===== src/rtl/srlor_pkg.sv =====
// Shared types and constants for the SRLOR_H latch-bank driver.
package srlor_pkg;

    localparam int unsigned SYNC_DEPTH = 2;
    localparam int unsigned CNT_W      = 4;
    localparam int unsigned RETRY_W    = 3;

    typedef enum logic [3:0] {
        IDLE,
        SETUP,
        STROBE,
        HOLD,
        SYNCW,
        CHECK,
        ACK,
        ERR,
        CLEAR
    } state_t;

endpackage


===== src/rtl/sync2.sv =====
// Two-flop synchronizer bringing asynchronous latch readback into the clk domain.
module sync2 #(
    parameter int unsigned WIDTH = 8
) (
    input  logic             clk,
    input  logic             rst,
    input  logic [WIDTH-1:0] d,
    output logic [WIDTH-1:0] q
);

    logic [WIDTH-1:0] meta;

    always_ff @(posedge clk) begin
        if (rst) begin
            meta <= '0;
            q    <= '0;
        end else begin
            meta <= d;
            q    <= meta;
        end
    end

endmodule


===== src/rtl/srlor_drv.sv =====
// Write/clear sequencer for an external SRLOR_H latch bank with readback
// verification and bounded retry.
module srlor_drv
    import srlor_pkg::*;
#(
    parameter int unsigned WIDTH     = 8,
    parameter int unsigned PULSE_W   = 2,
    parameter int unsigned MAX_RETRY = 3
) (
    input  logic             clk,
    input  logic             rst,
    input  logic             wr_req,
    input  logic [WIDTH-1:0] wr_data,
    input  logic             clr_req,
    output logic             wr_ack,
    output logic             wr_err,
    output logic             busy,
    output logic [WIDTH-1:0] lat_S,
    output logic             lat_E,
    output logic             lat_rst,
    input  logic [WIDTH-1:0] lat_q
);

    state_t               state;
    state_t               state_n;
    logic [CNT_W-1:0]     cnt;
    logic [RETRY_W-1:0]   retry_cnt;
    logic [WIDTH-1:0]     data_r;
    logic [WIDTH-1:0]     q_sync;
    logic                 op_clr;
    logic                 lat_rst_r;
    logic                 match_c;
    logic                 retry_ok_c;

    sync2 #(.WIDTH(WIDTH)) u_sync (
        .clk (clk),
        .rst (rst),
        .d   (lat_q),
        .q   (q_sync)
    );

    // A clear operation verifies against zero; a write against the captured word.
    assign match_c    = op_clr ? (q_sync == '0) : (q_sync == data_r);
    assign retry_ok_c = (retry_cnt < RETRY_W'(MAX_RETRY));

    // S is driven straight from the captured word, so it cannot move while E is high.
    assign lat_S   = data_r;
    assign lat_rst = rst | lat_rst_r;

    always_comb begin
        state_n = state;
        case (state)
            IDLE: begin
                if (clr_req)     state_n = CLEAR;
                else if (wr_req) state_n = SETUP;
            end
            SETUP:  state_n = STROBE;
            STROBE: if (cnt == CNT_W'(PULSE_W - 1)) state_n = HOLD;
            HOLD:   state_n = SYNCW;
            SYNCW:  if (cnt == CNT_W'(SYNC_DEPTH - 1)) state_n = CHECK;
            CHECK: begin
                if (match_c)         state_n = ACK;
                else if (retry_ok_c) state_n = op_clr ? CLEAR : SETUP;
                else                 state_n = ERR;
            end
            ACK:    state_n = IDLE;
            ERR:    state_n = IDLE;
            CLEAR:  if (cnt == CNT_W'(PULSE_W - 1)) state_n = SYNCW;
            default: state_n = IDLE;
        endcase
    end

    // State, dwell counter, operation context and outputs decoded from the next state.
    always_ff @(posedge clk) begin
        if (rst) begin
            state     <= IDLE;
            cnt       <= '0;
            retry_cnt <= '0;
            data_r    <= '0;
            op_clr    <= 1'b0;
            lat_E     <= 1'b0;
            lat_rst_r <= 1'b0;
            wr_ack    <= 1'b0;
            wr_err    <= 1'b0;
            busy      <= 1'b0;
        end else begin
            state <= state_n;
            cnt   <= (state_n == state) ? cnt + CNT_W'(1) : '0;

            if (state == IDLE && state_n == SETUP) begin
                data_r    <= wr_data;
                retry_cnt <= '0;
                op_clr    <= 1'b0;
            end
            if (state == IDLE && state_n == CLEAR) begin
                retry_cnt <= '0;
                op_clr    <= 1'b1;
            end
            if (state == CHECK && (state_n == SETUP || state_n == CLEAR)) begin
                retry_cnt <= retry_cnt + RETRY_W'(1);
            end

            lat_E     <= (state_n == STROBE);
            lat_rst_r <= (state_n == CLEAR);
            wr_ack    <= (state_n == ACK);
            wr_err    <= (state_n == ERR);
            busy      <= (state_n != IDLE);
        end
    end

endmodule


===== config.mk =====
export PLATFORM = sky130hd
export DESIGN_NAME = srlor_drv
export DESIGN_NICKNAME = d
export VERILOG_FILES = /design/src/rtl/srlor_pkg.sv /design/src/rtl/sync2.sv /design/src/rtl/srlor_drv.sv
export SDC_FILE = /design/constraint.sdc
export NUM_CORES = 1
export LEC_CHECK = 0
export CORE_MARGIN = 2
export CORE_UTILIZATION = 50
export CTS_CLUSTER_DIAMETER = 40
export CTS_CLUSTER_SIZE = 40
export DETAILED_ROUTE_END_ITERATION = 10
export PLACE_DENSITY = 0.77
export SLEW_MARGIN = 40
export SYNTH_ARGS = -nofsm -noshare
export SYNTH_HDL_FRONTEND = slang
export SYNTH_HIERARCHICAL = 1
export SYNTH_SLANG_ARGS = --single-unit

===== constraint.sdc =====
create_clock -name clk -period 2.7 [get_ports clk]
set_clock_uncertainty 0.2 [all_clocks]
set_input_delay 0.54 -clock clk [delete_from_list [all_inputs] [get_ports clk]]
set_output_delay 0.54 -clock clk [all_outputs]
set_load 0.02 [all_outputs]

==> impl_metrics.yaml <==
outcome:
  status: "complete, no violations"
drt:
  drtIter0Drc: 73
  wire_per_inst_microns: 12.2
  detailedRoute.firstPassIterationCount: 4
  avgViaCountPerCell: 5.11
  wirelength_mm: 3.05
  drt.antenna.violating_nets: 0
  route.detailed.drc: 0
  route.vias.total: 1277
timing:
  fmaxAchievable_mhz: 393
  drv_slew: 0
  finalHoldViolations: 0
  maxSlewHeadroom: 0.663
  tns_ns: 0
  final-setup-viol-count: 0
  rsz0062_at_grt: "no"
  period_minus_slack_ns: 2.54
  timing.final.crit_share: 0.942
  worst_pin_slew_ns: 0.504
floorplanning:
  die_y_microns: 62.3
  initial_core_util: 0.513
  core_area_sq_um: 3310
  rows: 21
  io_pins: 33
  die_w_microns: 62.3
  dieArea_sq_um: 3880
global_route:
  grt_use_total: 0.176
  grt-ovfl-total: 0
  grt_start_max_net_pins: 40
  antenna_found_initial: 0
  grt_pass1_wl_mm: 5.51
  grt_pass1_vias: 1270
clock_network:
  cts_sinks: 41
  cts.clk_slew.worst_paths_ns: 0.13
  cts_tree: "built"
  cts_setup_buffers: 0
  clock_latency_ns: 0.35
  cts_buffers: 5
  cts_max_path_buffers: 2
  cts-hold-fix-buffers: 0
  cts_root_buffer: "clkbuf_4"
  cts-htree-levels: 2
  cts_resized: 0
worst_setup_path:
  cpMaxStageDelayCell: "clkdlybuf4s50_1"
  criticalPathCategory: "input port to output port"
  path_max_fanout: 2
  critPathMostFrequentCell: "clkdlybuf4s50_1"
  start_kind: "input port"
  cp.required_ns: 1.96
  reg2reg_slack_ns: 0.37
  worst_setup_path_end_kind: "output port"
  r2r_cells: 7
  max_stage_delay_ns: 0.55
  worstPathArrival_ns: 1.80
  crit_chain: "clkdlybuf4s50_1, or2_2, clkdlybuf4s50_1"
logic_synthesis:
  synthArstFlopShare: 0
  syn_inst: 168
  synth_seq_cells: 41
  synth_top_area_cell: "dfxtp_1"
  synth.mux.area_fraction: 0.0530
  synth_common_cells: "dfxtp_1 (41), nor2_1 (21), xnor2_1 (10)"
  synth-simple-area-share: 0.245
  synth-edff-count: 0
  yosysSeqAreaShare: 0.483
  yosysTopAreaCellShare: 0.483
  synth_nets: 191
  synthXorXnorAreaFrac: 0.0567
  synthAdderAreaFrac: 0.0221
  synth.most_common_cell: "dfxtp_1"
  yosysWarnings: 6
  avgSynthCellArea_sq_um: 10.1
  synth_cell_type_count: 46
  synthTopCellsByArea: "dfxtp_1 (48%), mux2i_1 (5.3%), xnor2_1 (5.2%), nor2_1 (4.6%), nor2b_2 (4.1%)"
  synth-compound-area-share: 0.112
  mappedNetlistArea_sq_um: 1700
  ys.flop_type: "dfxtp_1"
  synth_top_family_by_area: "simple AND/OR/NAND/NOR gates"
pwr:
  power_leakage_nw: 0.852
  power_density_nw_per_um2: 620
  ir_drop_mv: 0.354
worst_hold_path:
  hold-path-cell-count: 1
  worst_hold_path_type: "register to register"
layout:
  syn2layout_area_growth_pct: 26.1
  fillers: 292
  diodes: 0
  final_nets: 226
  drive_gt1_frac: 0.162
  fin_cells: 250
run:
  cap_violations: 0
placed_design:
  dp_hpwl_mm: 2.28
  dp_cells: 242
  io_buffers: 32
  place_congestion: 0.781
-- routing by layer --
| metal | part of all wire | wire length [microns] | global-route usage |
|---|---|---|---|
| met2 | 0.48 | 1450 | 0.304 |
| met4 | 0.011 | 34 | 0.0611 |
| met1 | 0.46 | 1410 | 0.211 |
| met3 | 0.048 | 146 | 0.0489 |
| met5 | 0 | 0 | 0 |
-- report_power, final --
part / switching [W] / internal, W / total, W
Sequential: 0.0000376 / 0.000643 / 0.000681
Clock: 0.000202 / 0.000196 / 0.000398
Combinational: 0.000120 / 0.000131 / 0.000250
Total: 0.000359 / 0.000970 / 0.00133
-- area by class of cell --
| cell class | instances | area (sq um) | area share |
|---|---|---|---|
| Clock buffer | 5 | 37.5 | 0.0175 |
| Multi-Input combinational cell | 117 | 831 | 0.388 |
| Sequential cell | 41 | 821 | 0.383 |
| Timing Repair Buffer | 34 | 335 | 0.156 |
| Inverter | 4 | 15.0 | 0.00701 |
| Clock inverter | 3 | 46.3 | 0.0216 |
| Tap cell | 46 | 57.6 | 0.0269 |
-- per-stage QoR --
step	worst slack [ns]	util	area, sq um	power, W	hold WS (ns)
2_1_floorplan	0.716	-	1700	0.000857	0.214
3_5_place_dp	0.146	0.622	2060	0.000944	0.223
3_3_place_gp	0.154	0.622	2060	0.000936	0.226
5_1_grt	0.122	0.647	2140	0.00141	0.267
4_1_cts	0.146	0.647	2140	0.00134	0.253
6_report	0.158	0.647	2140	0.00133	0.253
-- registers in the layout, summed over array words and instances, names as in the netlist --
| name | count |
|---|---|
| busy | 1 |
| cnt | 4 |
| lat_E | 1 |
| lat_S | 8 |
| lat_rst_r | 1 |
| op_clr | 1 |
| retry_cnt | 3 |
| state | 4 |
| u_sync/meta | 8 |
| u_sync/q | 8 |
| wr_ack | 1 |
| wr_err | 1 |
-- critical path, delay by kind of cell --
family | cells | cell delay (ns)
buffers and inverters | 2 | 0.97
AND/OR/NAND/NOR | 1 | 0.30
-- cell families after synthesis --
family          Yosys count
mux                       9
simple gates             69
xor+xnor                 11
fa+ha+maj                 3
flops                    41
compound gates           25
buf+inv                  10
-- path summary, 6_finish.rpt --
| kind | startpoint | to |
|---|---|---|
| max reg2reg | cnt[0]$_SDFF_PP0_ | cnt[3]$_SDFF_PP0_ |
| max | rst | lat_rst |
| min reg2reg | u_sync/meta[6]$_SDFF_PP0_ | u_sync/q[6]$_SDFF_PP0_ |
| min | u_sync/meta[6]$_SDFF_PP0_ | u_sync/q[6]$_SDFF_PP0_ |
-- cells in the final DEF (no fill, tap or decap), types with 2 or more instances in the layout --
| cell type | instances |
|---|---|
| nand2_1 | 4 |
| buf_4 | 2 |
| nor4_2 | 2 |
| a21o_1 | 2 |
| or3_1 | 2 |
| or2_2 | 2 |
| o22ai_1 | 3 |
| ha_1 | 3 |
| nor2b_2 | 8 |
| dfxtp_1 | 41 |
| a31oi_1 | 2 |
| nor3_1 | 4 |
| and2b_2 | 6 |
| a21oi_1 | 3 |
| mux2i_1 | 9 |
| nand2b_1 | 4 |
| nor2_1 | 21 |
| clkdlybuf4s50_1 | 32 |
| xnor2_1 | 10 |
| nor2b_1 | 4 |
| inv_1 | 4 |
| nand3_1 | 5 |
| clkbuf_4 | 5 |
No activity file was read; power rests on OpenSTA's default activity.
